File: config.mk
export PLATFORM = sky130hd
export DESIGN_NAME = nuc_pattern_scanner
export DESIGN_NICKNAME = d
export VERILOG_FILES = /design/src/rtl/nuc_pattern_scanner.sv
export SDC_FILE = /design/constraint.sdc
export NUM_CORES = 1
export LEC_CHECK = 0
export BUFFER_PORTS_ARGS = -buffer_cell sky130_fd_sc_hd__buf_2
export CAP_MARGIN = 40
export CORE_UTILIZATION = 30
export DETAILED_ROUTE_END_ITERATION = 12
export MAX_ROUTING_LAYER = met4
export SETUP_SLACK_MARGIN = 0.15
export SKIP_LAST_GASP = 1
export SYNTH_ARGS = -nofsm -noshare
export SYNTH_HDL_FRONTEND = slang
export SYNTH_SLANG_ARGS = --single-unit
File: constraint.sdc
create_clock -name clock -period 4.7 [get_ports clock]
set_input_delay 0.235 -clock clock [delete_from_list [all_inputs] [get_ports clock]]
set_output_delay 0.235 -clock clock [all_outputs]
set_load 0.01 [all_outputs]
File: src/rtl/nuc_pattern_scanner.sv
// nuc_pattern_scanner: streams nucleotides from address 0 and counts windows matching a pattern
// within a mismatch tolerance, reporting the first matching window's start address.
module nuc_pattern_scanner #(
    parameter int NUC_DEPTH = 65536,
    parameter int PAT_LEN = 4,
    localparam int AW = $clog2(NUC_DEPTH),
    localparam int MW = $clog2(PAT_LEN + 1)
) (
    input  logic                 clock,
    input  logic                 reset_L,
    input  logic                 start,
    input  logic [2*PAT_LEN-1:0] pattern,
    input  logic [MW-1:0]        max_mismatch,
    input  logic [AW:0]          length,
    output logic                 nuc_re,
    output logic [AW-1:0]        nuc_addr,
    input  logic [1:0]           nuc_data,
    output logic                 busy,
    output logic                 done,
    output logic                 found,
    output logic [AW:0]          match_count,
    output logic [AW-1:0]        first_match_addr
);
    typedef enum logic [1:0] {IDLE, SCAN, DONE} state_t;
    localparam logic [AW:0] DEPTH_L = (AW+1)'(NUC_DEPTH);
    localparam logic [MW-1:0] FULL = MW'(PAT_LEN);
    state_t state, state_n;
    logic [2*PAT_LEN-1:0] window, pat_q, win_n;
    logic [MW-1:0] fill, fill_n, mm_q, diff;
    logic [AW:0] len_q, len_c;
    logic [AW-1:0] addr;
    logic accept, last, hit;
    assign len_c = length > DEPTH_L ? DEPTH_L : length;
    assign accept = start && state != SCAN;
    assign last = {1'b0, addr} == len_q - 1'b1;
    // newest nucleotide enters at the LSBs so the oldest sits where the pattern's first one does
    assign win_n = (window << 2) | (2*PAT_LEN)'(nuc_data);
    assign fill_n = fill == FULL ? FULL : fill + 1'b1;
    assign hit = fill_n == FULL && diff <= mm_q;
    assign busy = state == SCAN;
    assign done = state == DONE;
    assign nuc_re = busy;
    assign nuc_addr = busy ? addr : '0;
    always_comb begin
        diff = '0;
        for (int i = 0; i < PAT_LEN; i++)
            diff = diff + MW'(win_n[2*i +: 2] != pat_q[2*i +: 2]);
    end
    always_comb begin
        state_n = state;
        if (accept)
            state_n = len_c == '0 ? DONE : SCAN;
        else if (state == SCAN && last)
            state_n = DONE;
    end
    always_ff @(posedge clock or negedge reset_L)
        if (!reset_L) begin
            state <= IDLE;
            window <= '0;
            fill <= '0;
            addr <= '0;
            pat_q <= '0;
            mm_q <= '0;
            len_q <= '0;
            match_count <= '0;
            found <= 1'b0;
            first_match_addr <= '0;
        end else begin
            state <= state_n;
            if (accept) begin
                window <= '0;
                fill <= '0;
                addr <= '0;
                pat_q <= pattern;
                mm_q <= max_mismatch;
                len_q <= len_c;
                match_count <= '0;
                found <= 1'b0;
                first_match_addr <= '0;
            end else if (state == SCAN) begin
                window <= win_n;
                fill <= fill_n;
                addr <= addr + 1'b1;
                if (hit) begin
                    match_count <= match_count + 1'b1;
                    if (!found) begin
                        found <= 1'b1;
                        first_match_addr <= addr - AW'(PAT_LEN - 1);
                    end
                end
            end
        end
endmodule

==> results of run 1 <==
[final cells by class]
type,instances,area share
Multi-Input combinational cell,400,0.434
Sequential cell,89,0.378
Clock buffer,10,0.0388
Tap cell,216,0.0458
Timing Repair Buffer,93,0.0844
Inverter,12,0.00764
Clock inverter,6,0.0115
[flip-flops by register name, summed over array words and instances, names as in the netlist]
register	cells
len_q	17
first_match_addr	16
found	1
state	2
addr	16
window	6
pat_q	8
match_count	17
fill	3
mm_q	3
[worst paths after layout]
check                                           from                   end  cells past startpoint
worst max-delay path                       window[0]   first_match_addr[7]                     13
worst min-delay path                      pattern[0]              pat_q[0]                      3
worst max register to register             window[0]   first_match_addr[7]                     13
worst min register to register  first_match_addr[11]  first_match_addr[11]                      2
max in group asynchronous                    reset_L             window[5]                      3
min in group asynchronous                    reset_L  first_match_addr[14]                      2
[power by group through the flow]
stage	clock, W	sequential, W	combinational, W
final	0.000722	0.00140	0.00207
after global routing	0.000771	0.00144	0.00235
after CTS	0.000745	0.00139	0.00210
after detailed placement	0	0.00141	0.00209
after global placement	0	0.00139	0.00199
after floorplan	0	0.00128	0.00166
[per-stage QoR]
step	area (sq um)	hold slack, ps	power (W)	util
after floorplan	5020	-60.6	0.00294	-
after global placement	5570	255	0.00338	0.345
after detailed placement	5590	258	0.00349	0.347
after CTS	5900	69.7	0.00423	0.366
after global routing	5900	77.5	0.00456	0.366
final	5900	80.7	0.00419	0.366
[worst max-delay path, delay by kind of cell, from the launching register on]
kind,cells,cell delay [ps]
DFF,1,410
AOI/OAI and AO/OA,4,990
and+or+nand+nor,3,530
xor gates and xnor gates,1,160
adders and majority gates,4,1240
buffers and inverters,1,290
[layout by cell type, fill, tap and decap left out, types with 3 or more instances in the layout]
master	netlist	final
a22o_1	16	16
nand2b_1	3	3
buf_4	3	7
nor2b_1	3	3
xor2_1	23	23
ha_1	10	10
buf_2	3	84
nand3_1	16	16
nor4_1	9	9
nand3b_1	10	10
nor2_1	31	31
and3_1	12	12
nor3_1	10	10
a21oi_1	7	7
o21ai_0	31	31
clkbuf_16	0	9
dfrtp_1	89	89
nor4_4	3	3
mux2i_1	8	8
inv_1	12	12
nand2_1	98	98
o31ai_1	14	14
nand4_1	10	10
and2_1	19	19
xnor2_1	30	30
[per-layer routing]
| metal | vias up | GRT usage | share of wire |
|---|---|---|---|
| met5 | - | - | 0 |
| met4 | 0 | 0.0401 | 0.012 |
| met3 | 15 | 0.0424 | 0.052 |
| met2 | 106 | 0.227 | 0.44 |
| met1 | 1916 | 0.195 | 0.50 |
| li1 | 1991 | - | - |
[cells by family after synthesis]
family	Yosys count	synth area share
flip-flops	89	0.443
AO/OA/AOI/OAI	86	0.117
AND/OR/NAND/NOR	241	0.253
multiplexers	9	0.0182
adder cells (fa/ha/maj)	11	0.0289
XOR/XNOR	53	0.0924
buffers and inverters	52	0.0468
==> out/metrics.cfg, run 1 <==
[critical_path]
endpoint_kind=flip-flop
r2r_slack_ps=920
crit_fanout=17
crit_chain=xnor2_1, nand2_1, fa_1, ha_1, ha_1, ha_1, nor2b_1, o21ai_0, a32oi_1, or2_1, o21a_1, buf_4, o31ai_1
required_ps=4890
path_common_cell=ha_1
critPathMaxStageDelay_ps=480
start_kind=flip-flop
arrival_ps=3970
critical_path_class=flip-flop to flip-flop
cpMaxStageDelayCell=o21a_1

[synthesis]
ys_top_cells_by_area=dfrtp_1 44%, nand2_1 7.3%, xnor2_1 5.2%, xor2_1 4.0%, o21ai_0 3.1%
synth_top_area_share=0.443
ys_ff_latch=89
synthCells=541
ys_seq_area_frac=0.443
yosysUniqueCellTypes=57
synthFlopType=dfrtp_1
ys_warn_count=0
synth_commonest_cells=98 x nand2_1, 89 x dfrtp_1, 31 x nor2_1, 31 x o21ai_0, 30 x xnor2_1
async_flop_share=1.00
synth_edf_count=0
syn_area_sq_mm=0.00502
yosysTopAreaCell=dfrtp_1
yosysMostFrequentCell=nand2_1
syn_avg_cell_area_sq_um=9.28
syn-num-nets=585

[global_route]
grt.total_usage=0.150
grt_pass1_wl_um=20200
grt_antenna_before_repair=0
grt_pass1_vias=3993
grt_max_degree=50
overflow=0

[final_layout]
nFillCells=1674
area_delta_synth_final_pct=17.4
fin_cells=826
regArea_sq_mm=0.00223
drive_above_1_share=0.200
diodes=0
layout.nets=649
multi_input_comb_area_sq_mm=0.00256

[timing]
rsz0062_at_grt=no
fin_crit_ps=3780
fin_crit_sh=0.804
finalClockSkew_ps=7.68
setup_ws_ps=920
setup_viol=0
hold_viol=0
relSlewSlack=0.459
slew_viol_final=0
tns_ps=0
tightest_slew_ps=812
max_freq_mhz=265

[power_and_ir_drop]
p_sw_frac=0.433
p_switching_w=0.00181
p_int_w=0.00237
leakagePower_nw=2.83
ir_drop_mv=0.238
clockPowerShare=0.173
p_per_area_mw_per_mm2=710
share_seq_of_total_power=0.333
combPwrFrac=0.494

[clock_network]
clk_latency_ps=340
root_buffer=clkbuf_16
clkTransAtPathRegs_ps=60
cts_resized=0
htree_levels=3
clk_path_buf_depth=2
cts_setup_buffers=0
cts_sinks=89
cts_buffers=9
cts_tree=yes
ctsHoldBuffers=1

[drt]
viasPerCell=4.88
drtAntennaViolNets=0
routed_wl_um=12100
vias=4028
drc=0
first_pass_iters=4
wl_per_cell_um=14.7
first_iter_violations=236

[floorplan]
ios=86
num_rows=46
coreArea_sq_mm=0.0161
die_y_um=131
initial_core_util=0.312
dieArea_sq_mm=0.0173
fp.dieW_um=131

[place]
pre_cts_ws_ps=909
placed_cells=809
numPortBuffers=85
place_hpwl_um=8990
place_congestion=0.814

[job]
max_cap_violations=0

[worst_hold_path]
hp-class=input port to flip-flop

[outcome]
status=finished clean

Power figures use the tool's default switching activity.
==> run 2: changes to the inputs <==
clock period = 3.5 ns   (was 4.7 ns; I/O delays follow)
==> out/metrics.cfg, run 2 (same netlist as run 1, synthesis figures left out) <==
[clock_network]
clk_path_buf_depth=2  ; unchanged
root_buffer=clkbuf_16
clk_latency_ps=350  ; about the same
cts_tree=yes
cts_buffers=9  ; unchanged
cts_sinks=89  ; unchanged
clkTransAtPathRegs_ps=60  ; about the same
htree_levels=3  ; unchanged

[floorplan]
dieArea_sq_mm=0.0173  ; unchanged
num_rows=46  ; unchanged
fp.dieW_um=131  ; unchanged
ios=86  ; unchanged
coreArea_sq_mm=0.0161  ; unchanged
die_y_um=131  ; unchanged
initial_core_util=0.312  ; unchanged

[final_layout]
area_delta_synth_final_pct=21.1
regArea_sq_mm=0.00223  ; unchanged
final_cell_mix=98 x nand2_1, 89 x dfrtp_1, 84 x buf_2, 31 x nor2_1
multi_input_comb_area_sq_mm=0.00265  ; +3.7%
nFillCells=1667  ; -0.42%
layout.nets=657  ; +1.2%
diodes=0  ; unchanged
layout_commonest_cell=nand2_1
top_regs=len_q (17), match_count (17)
drive_above_1_share=0.229  ; +0.0285
final_util=0.377  ; +0.0115

[drt]
routed_wl_um=12500  ; +3.2%
vias=4160  ; +3.3%
drc=0  ; unchanged
first_iter_violations=229  ; -3.0%
wl_per_cell_um=15.0  ; +2.4%
drtAntennaViolNets=0  ; unchanged
viasPerCell=4.99  ; +2.4%
first_pass_iters=4  ; unchanged

[global_route]
grt_pass1_wl_um=20800  ; +2.9%
overflow=0  ; unchanged
grt.total_usage=0.155  ; +0.00549
grt_antenna_before_repair=0  ; unchanged
grt_pass1_vias=4098  ; +2.6%
grt_max_degree=56  ; +12%

[worst_hold_path]
hp-class=input port to flip-flop
whs_path_depth=3  ; unchanged
min_to=pat_q[0]
min_from=pattern[0]

[place]
pre_cts_ws_ps=166  ; -743 ps
place_hpwl_um=9040  ; +0.57%
numPortBuffers=85  ; unchanged
place_congestion=0.813  ; about the same

[power_and_ir_drop]
leakagePower_nw=2.91  ; +2.7%
p_per_area_mw_per_mm2=1000  ; +41%
share_seq_of_total_power=0.307  ; -0.026
p_int_w=0.00351  ; +48%
clockPowerShare=0.170  ; -0.003
combPwrFrac=0.523  ; +0.029
fin_total_pwr_w=0.00610  ; +46%
p_sw_frac=0.424  ; -0.00886
p_switching_w=0.00259  ; +43%
ir_drop_mv=0.319  ; +34%

[critical_path]
endpoint_kind=flip-flop
crit_fanout=9  ; -8
rr_worst_depth=13  ; unchanged
start_kind=flip-flop
required_ps=3740  ; -1150 ps
r2r_end=first_match_addr[12]
arrival_ps=3460  ; -510 ps
critPathLaunch=window[0]
reg2reg_from=window[0]
critical_path_class=flip-flop to flip-flop
r2r_slack_ps=270  ; -650 ps

[timing]
tns_ps=0  ; unchanged
max_freq_mhz=310  ; +17%
slew_viol_final=0  ; unchanged
relSlewSlack=0.517  ; +0.0585
finalClockSkew_ps=6.17  ; -1.52 ps
fin_crit_sh=0.921  ; +0.117
setup_viol=0  ; unchanged
rsz0062_at_grt=no
holdWs_ps=17.8  ; -62.9 ps
hold_viol=0  ; unchanged
fin_crit_ps=3230  ; -555 ps
tightest_slew_ps=724  ; -87.7 ps
setup_ws_ps=275  ; -645 ps

[outcome]
status=finished clean

[job]
max_cap_violations=0  ; unchanged

run 2: cell types whose count changed in the layout (fill, tap and decap cells not counted), moves of 2 or more:
cell,before,now
buf_4,7,11
buf_6,0,3
clkinvlp_4,2,0
ha_1,10,7
ha_4,0,2
o31ai_1,14,7
o31ai_2,1,6
o31ai_4,0,2
run 2: per-stage QoR:
stage	cells	area, sq um
2_1_floorplan	541	5020
3_3_place_gp	814	5630
3_5_place_dp	814	5630
4_1_cts	830	5950
5_1_grt	833	6080
6_report	833	6080
run 2: worst max-delay path, cell delays in order (launching register included):
cell and delay, ps:
dfrtp_1 410, xnor2_1 180, nand2_1 90, fa_1 470, ha_2 220, ha_4 270
ha_4 190, nor2b_1 120, o21ai_1 150, a32oi_2 100, or2_1 270, o21a_2 270
buf_6 150, a22o_1 220
run 2: cell type report:
class,instances,share of cell area
Timing Repair Buffer,101,0.0944
Sequential cell,89,0.366
Multi-Input combinational cell,400,0.436
Clock inverter,3,0.0107
Tap cell,216,0.0444
Inverter,12,0.00741
Clock buffer,12,0.0405
run 2: how the worst max path moves through the flow:
stage                            to  slack, ps  cells past startpoint
6_report       first_match_addr[12]        270                     13
5_1_grt        first_match_addr[12]        160                     13
4_1_cts             match_count[16]        150                     14
3_5_place_dp   first_match_addr[10]        170                     13
3_3_place_gp   first_match_addr[13]        230                     13
2_1_floorplan  first_match_addr[14]        200                     15
run 2: power groups by stage:
stage	Combinational, W	Clock, W	Sequential (W)
final	0.00319	0.00104	0.00187
after global routing	0.00358	0.00110	0.00194
after CTS	0.00288	0.00106	0.00187
after detailed placement	0.00286	0	0.00189
after global placement	0.00276	0	0.00187
after floorplan	0.00223	0	0.00171
run 2: what timing repair did:
| action | 4_1_cts | 5_1_grt |
|---|---|---|
| hold endpoints to repair | 54 | 0 |
| hold buffers | 1 | 0 |
| buffers inserted | 0 | 1 |
| resized for setup | 0 | 22 |
| endpoints found under the setup margin | 0 | 30 |
run 2: metal layers:
metal	routed length (um)	part of all wire	track usage
met5	0	0	-
met4	229	0.018	0.0504
met3	615	0.049	0.0370
met2	5610	0.45	0.235
met1	6040	0.48	0.204
==> run 3: changes to the inputs <==
CORE_UTILIZATION = 50   (was 30)
PLACE_DENSITY = 0.72   (was not set)
SKIP_LAST_GASP = not set   (was 1)
==> out/metrics.cfg, run 3 (same netlist as run 1, synthesis figures left out) <==
[drt]
first_pass_iters=4  ; unchanged
drtAntennaViolNets=0  ; unchanged
wl_per_cell_um=15.4  ; +2.5%
viasPerCell=5.52  ; +11%
first_iter_violations=202  ; -12%
drc=0  ; unchanged
routed_wl_um=11600  ; -7.1%
vias=4168  ; +0.19%

[clock_network]
clk_path_buf_depth=2  ; unchanged
clk_latency_ps=370  ; +20 ps
cts_buffers=9  ; unchanged
cts_sinks=89  ; unchanged
htree_levels=3  ; unchanged
cts_tree=yes
root_buffer=clkbuf_8
clkTransAtPathRegs_ps=110  ; +50 ps

[power_and_ir_drop]
p_switching_w=0.00253  ; -2.1%
ir_drop_mv=0.388  ; +22%
share_seq_of_total_power=0.324  ; +0.017
p_int_w=0.00323  ; -8.1%
clockPowerShare=0.129  ; -0.041
combPwrFrac=0.547  ; +0.024
leakagePower_nw=2.88  ; -1.0%
p_sw_frac=0.440  ; +0.0157
fin_total_pwr_w=0.00576  ; -5.6%
p_per_area_mw_per_mm2=972  ; -3.1%

[floorplan]
coreArea_sq_mm=0.00977  ; -39%
num_rows=36  ; -22%
initial_core_util=0.514  ; +0.202
fp.dieW_um=102  ; -22%
dieArea_sq_mm=0.0104  ; -39%
die_y_um=102  ; -22%
ios=86  ; unchanged

[place]
place_congestion=0.875  ; +7.6%
placed_cells=728  ; -11%
pre_cts_ws_ps=131  ; -35.8 ps
place_hpwl_um=8050  ; -11%
numPortBuffers=85  ; unchanged

[timing]
finalClockSkew_ps=18.6  ; +12.4 ps
relSlewSlack=0.430  ; -0.0869
holdWs_ps=4.53  ; -13.3 ps
fin_crit_sh=0.914  ; -0.00707
slew_viol_final=0  ; unchanged
tns_ps=0  ; unchanged
hold_viol=0  ; unchanged
rsz0062_at_grt=no
setup_ws_ps=300  ; +24.7 ps
fin_crit_ps=3200  ; -24.7 ps
tightest_slew_ps=854  ; +130 ps
max_freq_mhz=312  ; +0.77%
setup_viol=0  ; unchanged

[final_layout]
layout.nets=661  ; +0.61%
drive_above_1_share=0.223  ; -0.00505
fin_cells=755  ; -9.4%
top_regs=len_q (17), match_count (17)
final_cell_mix=98 x nand2_1, 89 x dfrtp_1, 84 x buf_2, 31 x nor2_1, 30 x o21ai_0
diodes=0  ; unchanged
area_delta_synth_final_pct=18.1
layout_commonest_cell=nand2_1

[critical_path]
critical_path_class=flip-flop to flip-flop
path_common_cell=ha_4
cpMaxStageDelayCell=fa_1
endpoint_kind=flip-flop
critPathLaunch=window[4]
crit_chain=xnor2_1, nand2_1, fa_1, ha_2, ha_4, ha_4, nor2b_1, o21ai_1, a32oi_2, or2_1, o21a_4, clkbuf_16, o31ai_2
critPathTopFamily=adder cells
critPathMaxStageDelay_ps=460  ; about the same
arrival_ps=3460  ; about the same
reg2reg_from=window[4]
critical_path_buf_inv_count=1  ; unchanged
required_ps=3760  ; +20 ps
start_kind=flip-flop
crit_fanout=8  ; -1

[worst_hold_path]
min_from=pattern[3]
hp-class=input port to flip-flop

[global_route]
grt_max_degree=64  ; +14%
overflow=0  ; unchanged
grt_pass1_wl_um=18600  ; -10%
grt.total_usage=0.236  ; +0.0811
grt_pass1_vias=3913  ; -4.5%
grt_antenna_before_repair=0  ; unchanged

[outcome]
status=finished clean

[job]
max_cap_violations=0  ; unchanged

## run 3: power by group through the flow
stage / logic (W) / clock network, W / registers [W]
2_1_floorplan: 0.00223 / 0 / 0.00171
3_3_place_gp: 0.00266 / 0 / 0.00185
3_5_place_dp: 0.00278 / 0 / 0.00188
4_1_cts: 0.00288 / 0.000755 / 0.00186
5_1_grt: 0.00356 / 0.000799 / 0.00192
6_report: 0.00315 / 0.000744 / 0.00187
## run 3: worst register-to-register path: stages (launching register included)
cell	delay, ps
dfrtp_1	400
xnor2_1	170
nand2_1	110
fa_1	460
ha_2	200
ha_4	280
ha_4	190
nor2b_1	120
o21ai_1	150
a32oi_2	100
or2_1	280
o21a_4	240
clkbuf_16	170
o31ai_2	240
## run 3: worst paths after layout
kind                       slack [ps]  cells past startpoint                  end
min                                 5                      3             pat_q[3]
max in group asynchronous        2600                      3              addr[4]
max reg2reg                       300                     13  first_match_addr[9]
max                               300                     13  first_match_addr[9]
min reg2reg                       490                      2  first_match_addr[5]
min in group asynchronous         250                      2      match_count[10]
## run 3: final cells by class
| class | instances | area [sq um] |
|---|---|---|
| Clock buffer | 10 | 138 |
| Clock inverter | 6 | 66.3 |
| Inverter | 12 | 45.0 |
| Sequential cell | 89 | 2230 |
| Multi-Input combinational cell | 400 | 2640 |
| Timing Repair Buffer | 105 | 652 |
| Tap cell | 133 | 166 |
| Fill cell | 815 | 3840 |
## run 3: layer usage
layer	wire [um]	GRT usage	vias to the layer above
li1	-	-	2027
met1	5290	0.304	2032
met2	5700	0.378	96
met3	423	0.0328	13
met4	191	0.0923	0
met5	0	-	-
## run 3: per-stage QoR
stage / utilization / cell area (sq um)
global placement: 0.561 / 5490
CTS: 0.594 / 5810
finish: 0.607 / 5930
detailed placement: 0.564 / 5510
global route: 0.607 / 5930
floorplan: - / 5020
## run 3: timing repair
action                                  in CTS  in global routing
gates cloned                                 0                  2
endpoints found under the setup margin       1                 28
hold buffers                                 8                  0
buffers inserted                             0                  1
pin swaps                                    0                 11
gates resized for setup                      2                 14
hold endpoints to repair                    33                  0
